### src/rtl/ul_tdm_lane_demux.sv
// ul_tdm_lane_demux: uplink TDM serial stream to LANES-wide parallel sample groups.
// Define UL_TDM_LANE_DEMUX_ZERO_IDLE_EN to force o_freq_fdata to 0 between strobes.
module ul_tdm_lane_demux #(
    parameter int DW = 32,
    parameter int SLOTS = 8,
    parameter int LANES = 2,
    localparam int NG = SLOTS / LANES,
    localparam int GW = (NG > 1) ? $clog2(NG) : 1
) (
    input  logic                clk_491,
    input  logic                rst_491,
    input  logic [DW-1:0]       i_freq_fdata,
    input  logic                i_freq_ffram,
    output logic                o_freq_ffram,
    output logic [LANES*DW-1:0] o_freq_fdata,
    output logic                o_freq_fvld,
    output logic [GW-1:0]       o_lane_grp,
    output logic                o_sync_err
);
    localparam int SW = $clog2(SLOTS);
    logic [SW-1:0] slot_q, slot_d;
    logic locked_q, locked_d;
    logic [(LANES-1)*DW-1:0] sr_q, sr_d;
    logic [LANES*DW-1:0] win, fdata_q, fdata_d;
    logic fvld_q, fvld_d, ffram_q, ffram_d, err_q, err_d, grp_end;
    logic [GW-1:0] grp_q, grp_d;
    always_comb begin
        slot_d = (i_freq_ffram || slot_q == SW'(SLOTS - 1)) ? '0 : slot_q + 1'b1;
        locked_d = locked_q | i_freq_ffram;
        win = {i_freq_fdata, sr_q};
        sr_d = win[LANES*DW-1:DW];
        grp_end = locked_d && (int'(slot_d) % LANES == LANES - 1);
        grp_d = grp_end ? GW'(int'(slot_d) / LANES) : grp_q;
        fvld_d = grp_end;
        ffram_d = grp_end && (int'(slot_d) / LANES == 0);
        err_d = i_freq_ffram && locked_q && slot_q != SW'(SLOTS - 1);
`ifdef UL_TDM_LANE_DEMUX_ZERO_IDLE_EN
        fdata_d = grp_end ? win : '0;
`else
        fdata_d = grp_end ? win : fdata_q;
`endif
    end
    always_ff @(posedge clk_491) begin
        if (rst_491) begin
            slot_q   <= SW'(SLOTS - 1);
            locked_q <= 1'b0;
            sr_q     <= '0;
            fdata_q  <= '0;
            fvld_q   <= 1'b0;
            ffram_q  <= 1'b0;
            grp_q    <= '0;
            err_q    <= 1'b0;
        end else begin
            slot_q   <= slot_d;
            locked_q <= locked_d;
            sr_q     <= sr_d;
            fdata_q  <= fdata_d;
            fvld_q   <= fvld_d;
            ffram_q  <= ffram_d;
            grp_q    <= grp_d;
            err_q    <= err_d;
        end
    end
    assign o_freq_fdata = fdata_q;
    assign o_freq_fvld  = fvld_q;
    assign o_freq_ffram = ffram_q;
    assign o_lane_grp   = grp_q;
    assign o_sync_err   = err_q;
endmodule

### config.mk
export PLATFORM = sky130hd
export DESIGN_NAME = ul_tdm_lane_demux
export DESIGN_NICKNAME = d
export VERILOG_FILES = /design/src/rtl/ul_tdm_lane_demux.sv
export SDC_FILE = /design/constraint.sdc
export NUM_CORES = 1
export LEC_CHECK = 0
export BUFFER_PORTS_ARGS = -buffer_cell sky130_fd_sc_hd__buf_2
export CAP_MARGIN = 20
export CELL_PAD_IN_SITES_DETAIL_PLACEMENT = 0
export CELL_PAD_IN_SITES_GLOBAL_PLACEMENT = 2
export CORE_MARGIN = 1
export CORE_UTILIZATION = 31
export CTS_BUF_LIST = sky130_fd_sc_hd__clkbuf_8
export CTS_CLUSTER_SIZE = 20
export DETAILED_ROUTE_END_ITERATION = 8
export PLACE_DENSITY_LB_ADDON = 0.3
export SLEW_MARGIN = 30
export SYNTH_ARGS = -nofsm -noshare
export SYNTH_HDL_FRONTEND = slang
export SYNTH_SLANG_ARGS = --single-unit
### constraint.sdc
create_clock -name clk_491 -period 1.8 [get_ports clk_491]
set_input_delay 0 -clock clk_491 [delete_from_list [all_inputs] [get_ports clk_491]]
set_output_delay 0 -clock clk_491 [all_outputs]
set_load 0.005 [all_outputs]
==> results of run 1 <==
## cells by family after synthesis
| family | Yosys count | synth area share |
|---|---|---|
| AOI/OAI and AO/OA | 2 | 0.00376 |
| adders and majority gates | 2 | 0.00626 |
| buffers and inverters | 23 | 0.0370 |
| DFF | 105 | 0.526 |
| muxes | 66 | 0.203 |
| and+or+nand+nor | 142 | 0.224 |
## cell type report
cell class | instances | area, um^2
clock buffers | 10 | 138
clock inverters | 6 | 51.3
fillers | 1221 | 7270
multi-input cells | 212 | 1790
flip-flops and latches | 105 | 2100
well taps | 172 | 215
repair buffers | 148 | 1010
## critical path: stages (launching register included)
cell and delay, ns:
sky130_fd_sc_hd__dfxtp_2 0.34, sky130_fd_sc_hd__ha_4 0.16, sky130_fd_sc_hd__ha_4 0.15, sky130_fd_sc_hd__or4b_4 0.55
sky130_fd_sc_hd__clkbuf_16 0.21, sky130_fd_sc_hd__mux2_4 0.29
## Yosys cell counts
cell	count	share of area
sky130_fd_sc_hd__nand2b_1	68	0.11
sky130_fd_sc_hd__buf_2	4	0.0050
sky130_fd_sc_hd__or4b_1	1	0.0025
sky130_fd_sc_hd__mux2_2	3	0.0085
sky130_fd_sc_hd__ha_1	2	0.0063
sky130_fd_sc_hd__nor3_1	1	0.0013
sky130_fd_sc_hd__and3b_1	1	0.0022
sky130_fd_sc_hd__mux2i_1	34	0.085
sky130_fd_sc_hd__clkbuf_1	15	0.014
sky130_fd_sc_hd__nor2b_1	64	0.10
sky130_fd_sc_hd__and4bb_2	1	0.0031
sky130_fd_sc_hd__nor4b_1	1	0.0022
sky130_fd_sc_hd__buf_12	3	0.015
sky130_fd_sc_hd__mux2_4	29	0.11
sky130_fd_sc_hd__dfxtp_1	105	0.53
sky130_fd_sc_hd__nor2_1	3	0.0028
sky130_fd_sc_hd__nor4_1	1	0.0016
sky130_fd_sc_hd__a21o_1	2	0.0038
sky130_fd_sc_hd__or2_2	1	0.0016
sky130_fd_sc_hd__buf_6	1	0.0028
## flip-flops by register name (all words and copies together), names as in the netlist
| name | count |
|---|---|
| sr_q | 32 |
| locked_q | 1 |
| o_lane_grp | 2 |
| o_freq_ffram | 1 |
| o_sync_err | 1 |
| o_freq_fvld | 1 |
| o_freq_fdata | 64 |
| slot_q | 3 |
## metal layers
| layer | wire, um | track usage |
|---|---|---|
| met2 | 3330 | 0.180 |
| met5 | 0 | 0 |
| met3 | 478 | 0.0392 |
| met1 | 3980 | 0.159 |
| met4 | 165 | 0.0649 |
## per-stage QoR
step / setup TNS [ns] / setup WS [ns]
2_1_floorplan: -1.31 / -0.0457
3_3_place_gp: -5.22 / -0.177
3_5_place_dp: -5.92 / -0.201
4_1_cts: -0.333 / -0.0205
5_1_grt: -1.41 / -0.0533
6_report: -0.101 / -0.0123
## timing repair
| item | CTS | global route |
|---|---|---|
| hold endpoints to repair | 33 | 0 |
| setup endpoints to repair | 33 | 44 |
| gates cloned | 0 | 1 |
| pin swaps | 0 | 1 |
| hold buffers | 33 | 0 |
| gates resized for setup | 7 | 2 |
## power breakdown
| part | switching [mW] | total [mW] | internal [mW] |
|---|---|---|---|
| Sequential | 0.0304 | 2.43 | 2.40 |
| Combinational | 0.161 | 0.403 | 0.242 |
| Clock | 0.767 | 1.43 | 0.664 |
## worst min path at each step
stage,end,cells past startpoint,slack (ns),start
6_report,sr_q[10],2,0.19,rst_491
5_1_grt,sr_q[10],2,0.22,rst_491
4_1_cts,sr_q[31],2,0.17,rst_491
3_5_place_dp,sr_q[31],2,0.27,i_freq_fdata[31]
3_3_place_gp,sr_q[31],2,0.27,i_freq_fdata[31]
2_1_floorplan,locked_q,2,0.12,i_freq_ffram
==> flow_summary.rst, run 1 <==
.. list-table::
   :header-rows: 1

   * - Metric
     - Value
   * - Per-cell routed wire length
     - 12.2 um
   * - Number of placement rows
     - 41
   * - Maximum count of clock buffers along a single path
     - 2
   * - Fraction of final layout cells with drive strength greater than 1
     - 0.349
   * - HPWL Detailed
     - 4950 um
   * - Part of the Yosys area used for sequential elements
     - 0.526
   * - Post-synth net total
     - 377
   * - Category of the worst setup path capture point
     - flip-flop
   * - Worst min-delay path category
     - in -> reg
   * - Post-synthesis cell type count
     - 20
   * - DR iter-0 viols
     - 107
   * - Pleak
     - 2.38 nW
   * - Number of input and output port buffers inserted
     - 103
   * - Reg-to-reg endpoint
     - o_freq_fdata[39]
   * - PnR worst setup slack
     - -0.0123 ns
   * - Effective utilization at floorplan
     - 0.318
   * - Launching element type of the critical path
     - flip-flop
   * - Tightest slew margin relative to the limit
     - 0.608
   * - Netlist Area Pre-Place
     - 3990 um^2
   * - Clock tree from TritonCTS
     - built
   * - Post-layout nets
     - 513
   * - Synthesis Warnings
     - 0
   * - Number of antenna violations at the first check in global routing
     - 0
   * - Maximum capacitance violations
     - 0
   * - Signed area change from the synthesized netlist to the final layout
     - 32.8%
   * - CTS H-Tree Depth
     - 3
   * - Total Die Area
     - 13300 um^2
   * - Cell at the root of the clock tree
     - sky130_fd_sc_hd__clkbuf_8
   * - Cells after Synth
     - 340
   * - Diode count
     - 0
   * - Wire length after detailed routing
     - 7950 um
   * - Setup repair after global routing missed its margin
     - true
   * - Type of the worst setup path
     - reg -> reg
   * - Total via count after detailed routing
     - 2636
   * - Maximum fanout encountered on the critical timing path
     - 9
   * - Total GRT Usage
     - 0.122
   * - Worst Max-Slew Pin Slew
     - 0.588 ns
   * - Post-Route Utilization
     - 0.422
   * - DRC violations left
     - 0
   * - Post-layout instance area
     - 5300 um^2
   * - Clock-pin slew reported for the worst setup and hold paths after clock tree synthesis
     - 0.10 ns
   * - Count of endpoints failing setup in the final report
     - 20
   * - Cell Count, Final, Fillers Out
     - 653
   * - Avg Cell Area, Syn
     - 11.7 um^2
   * - Count of pins over their slew limit
     - 0
   * - Hold Worst Slack
     - 0.187 ns
   * - Flops & latches, synth
     - 105
   * - CP Launch Point
     - slot_q[0]
   * - Part of the cycle the worst path needs
     - 1.01
   * - Post-CTS Setup Bufs
     - 0
   * - Vias in the first global route
     - 2521
   * - Worst reg2reg startpoint
     - slot_q[0]
   * - GPL Wtd Cong
     - 0.664
   * - Clk Latency, worst-skew pair
     - 0.36 ns
   * - Vias per cell
     - 4.04
   * - Count of TritonRoute iterations in the first routing pass
     - 4
   * - Placed Area
     - 4720 um^2
   * - Reg2Reg Setup Slack
     - -0.01 ns
   * - CP arrival
     - 2.06 ns
   * - Highest ir drop seen on vdd
     - 0.000397 V
   * - DP Cell Count
     - 603
   * - Power per unit of standard cell area
     - 804 nW/um^2
   * - End point of the critical path
     - o_freq_fdata[39]
   * - Number of buffers created by CTS
     - 9
   * - Highest clock frequency the design can meet
     - 552 MHz
   * - Floorplan die height
     - 116 um
   * - GRT overflow
     - 0
   * - Maximum number of pins on one net before global-route repair
     - 66
   * - Cells on worst reg2reg path
     - 5
   * - Most common cell after layout, fill and taps aside
     - sky130_fd_sc_hd__dfxtp_1
   * - Worst path required time
     - 2.05 ns
   * - CTS Sinks
     - 105
   * - I/O pins
     - 104
   * - Final worst clock skew
     - 0.0120 ns
   * - Die Wd
     - 116 um
   * - Violations in the final reports
     - negative setup slack
   * - Clock period minus worst slack
     - 1.81 ns
   * - Global-route wire length before repair
     - 12300 um
   * - Leading cell types in the layout, fill and taps excluded
     - sky130_fd_sc_hd__dfxtp_1, sky130_fd_sc_hd__buf_2, sky130_fd_sc_hd__nand2b_1
   * - Outcome
     - finished, violations left
   * - Core Region
     - 12600 um^2
   * - Design Power
     - 4.26 mW
   * - Fin. Hold Viols
     - 0
   * - Antenna viol nets, final
     - 0
(Power assumes the default switching activity.)
==> inputs of run 2 (changes only) <==
--- a/config.mk
+++ b/config.mk
@@ -6,4 +6,5 @@
 export NUM_CORES = 1
 export LEC_CHECK = 0
+export ABC_CLOCK_PERIOD_IN_PS = 1800
 export BUFFER_PORTS_ARGS = -buffer_cell sky130_fd_sc_hd__buf_2
 export CAP_MARGIN = 20
==> constraint.sdc (replaced) <==
create_clock -name clk_491 -period 1.8 [get_ports clk_491]
set_input_delay 0.36 -clock clk_491 [delete_from_list [all_inputs] [get_ports clk_491]]
set_output_delay 0.36 -clock clk_491 [all_outputs]
set_load 0.005 [all_outputs]
==> flow_summary.rst, run 2 (synthesized netlist as in run 1, its figures left out) <==
.. list-table::
   :header-rows: 1

   * - Metric
     - Value
   * - Per-cell routed wire length
     - 12.3 um (+1.2%)
   * - Power per unit of standard cell area
     - 873 nW/um^2 (+8.6%)
   * - Category of the worst setup path capture point
     - flip-flop
   * - Diode count
     - 0 (unchanged)
   * - Post-layout nets
     - 480 (-6.4%)
   * - Count of pins over their slew limit
     - 0 (unchanged)
   * - Setup repair after global routing missed its margin
     - true
   * - Maximum count of clock buffers along a single path
     - 2 (unchanged)
   * - Total Die Area
     - 13300 um^2 (unchanged)
   * - DRC violations left
     - 0 (unchanged)
   * - DR iter-0 viols
     - 79 (-26%)
   * - Fin Setup TNS
     - -0.182 ns (-0.0805 ns)
   * - Combined flip-flop and latch cell area
     - 2100 um^2 (unchanged)
   * - Clock-pin slew reported for the worst setup and hold paths after clock tree synthesis
     - 0.10 ns (about the same)
   * - Highest clock frequency the design can meet
     - 549 MHz (-0.57%)
   * - Part of the cycle the worst path needs
     - 1.01 (+0.00577)
   * - Cell at the root of the clock tree
     - sky130_fd_sc_hd__clkbuf_8
   * - Die Wd
     - 116 um (unchanged)
   * - Highest ir drop seen on vdd
     - 0.000365 V (-8.1%)
   * - Hold Worst Slack
     - 0.250 ns (+0.0633 ns)
   * - Vias in the first global route
     - 2438 (-3.3%)
   * - Type of the worst setup path
     - reg -> reg
   * - Tightest slew margin relative to the limit
     - 0.722 (+0.114)
   * - Fraction of final layout cells with drive strength greater than 1
     - 0.377 (+0.0280)
   * - Total via count after detailed routing
     - 2497 (-5.3%)
   * - Largest register FFs
     - 64 (unchanged)
   * - Design Power
     - 4.39 mW (+3.0%)
   * - Pleak
     - 2.26 nW (-4.9%)
   * - Violations in the final reports
     - negative setup slack
   * - Signed area change from the synthesized netlist to the final layout
     - 25.8%
   * - Launching element type of the critical path
     - flip-flop
   * - I/O pins
     - 104 (unchanged)
   * - Effective utilization at floorplan
     - 0.318 (unchanged)
   * - PnR worst setup slack
     - -0.0226 ns (-0.0104 ns)
   * - HPWL Detailed
     - 5050 um (+2.0%)
   * - Number of antenna violations at the first check in global routing
     - 0 (unchanged)
   * - CTS Sinks
     - 105 (unchanged)
   * - Floorplan die height
     - 116 um (unchanged)
   * - Vias per cell
     - 4.03 (-0.23%)
   * - Count of endpoints failing setup in the final report
     - 15 (-25%)
   * - Area of the multi-input gates
     - 1790 um^2 (+0.21%)
   * - Clk Latency, worst-skew pair
     - 0.36 ns (about the same)
   * - Placed Area
     - 4730 um^2 (+0.27%)
   * - Number of buffers created by CTS
     - 9 (unchanged)
   * - Number of placement rows
     - 41 (unchanged)
   * - Antenna viol nets, final
     - 0 (unchanged)
   * - Post-CTS Setup Bufs
     - 0 (unchanged)
   * - CTS H-Tree Depth
     - 3 (unchanged)
   * - Worst min-delay path category
     - in -> reg
   * - Number of fill cells
     - 1229 (+0.66%)
   * - Worst path required time
     - 2.05 ns (about the same)
   * - Number of input and output port buffers inserted
     - 103 (unchanged)
   * - Post-cts hold buffer count
     - 0 (-100%)
   * - Maximum capacitance violations
     - 0 (unchanged)
   * - Outcome
     - finished, violations left
   * - Most common cell after layout, fill and taps aside
     - sky130_fd_sc_hd__dfxtp_1
   * - Maximum fanout encountered on the critical timing path
     - 18 (+9)
   * - Total GRT Usage
     - 0.118 (-0.00435)
   * - GRT overflow
     - 0 (unchanged)
   * - Leading cell types in the layout, fill and taps excluded
     - sky130_fd_sc_hd__dfxtp_1, sky130_fd_sc_hd__buf_2, sky130_fd_sc_hd__nand2b_1
   * - Fin. Hold Viols
     - 0 (unchanged)
   * - GPL Wtd Cong
     - 0.674 (+1.6%)
   * - Final worst clock skew
     - 0.0112 ns (-0.000776 ns)
   * - Wire length after detailed routing
     - 7640 um (-3.9%)
   * - Worst slack at placement
     - -0.201 ns (-0.0000860 ns)
   * - Core Region
     - 12600 um^2 (unchanged)
   * - Count of TritonRoute iterations in the first routing pass
     - 4 (unchanged)
   * - Maximum number of pins on one net before global-route repair
     - 50 (-24%)
   * - Post-layout instance area
     - 5030 um^2 (-5.2%)
   * - Worst Max-Slew Pin Slew
     - 0.417 ns (-0.171 ns)
   * - Clock period minus worst slack
     - 1.82 ns (+0.0104 ns)
   * - Global-route wire length before repair
     - 12000 um (-2.8%)
   * - Clock tree from TritonCTS
     - built
   * - CP arrival
     - 2.08 ns (+0.02 ns)
run 2: cell count changes in the layout (fill, tap and decap cells not counted), sizes merged:
cell,before,now
dlygate4sd3,33,0
bufinv,1,2
clkbuf,11,12
clkinv,2,0
run 2: path summary, 6_finish.rpt:
path	start	to	slack, ns	cells after the start
max	slot_q[0]	o_freq_fdata[47]	-0.02	5
min	i_freq_fdata[31]	sr_q[31]	0.25	2
max reg2reg	slot_q[0]	o_freq_fdata[47]	-0.02	5
min reg2reg	sr_q[19]	o_freq_fdata[19]	0.45	2
run 2: per-layer routing:
metal / global-route usage / part of all wire / up-vias
li1: - / - / 1292
met1: 0.149 / 0.48 / 1125
met2: 0.176 / 0.43 / 70
met3: 0.0403 / 0.073 / 10
met4: 0.0649 / 0.017 / 0
met5: 0 / 0 / -
run 2: through the flow:
stage,util,cells
after floorplan,-,340
after global placement,0.377,603
final,0.400,620
after global routing,0.400,620
after detailed placement,0.377,603
after CTS,0.397,619
run 2: report_power, final:
part | leakage [nW] | switching, mW | internal, mW
sequential | 0.858 | 0.0301 | 2.40
combinational | 1.28 | 0.151 | 0.199
clock | 0.123 | 0.763 | 0.847
total | 2.26 | 0.945 | 3.44
run 2: critical path, stage by stage (launching register included):
cell,delay (ns)
sky130_fd_sc_hd__dfxtp_2,0.34
sky130_fd_sc_hd__ha_4,0.16
sky130_fd_sc_hd__ha_4,0.15
sky130_fd_sc_hd__or4b_4,0.54
sky130_fd_sc_hd__buf_12,0.19
sky130_fd_sc_hd__mux2_4,0.31
run 2: timing repair:
item,4_1_cts,5_1_grt
cloned,0,1
setup endpoints to repair,33,65
endpoints found under the hold margin,0,0
pin swaps,0,2
gates resized for setup,7,4
run 2: final cells by class:
| class | instances | share of cell area |
|---|---|---|
| clock buffers | 11 | 0.0301 |
| well taps | 172 | 0.0428 |
| multi-input cells | 212 | 0.356 |
| clock inverters | 5 | 0.0142 |
| repair buffers | 115 | 0.138 |
| flip-flops and latches | 105 | 0.419 |
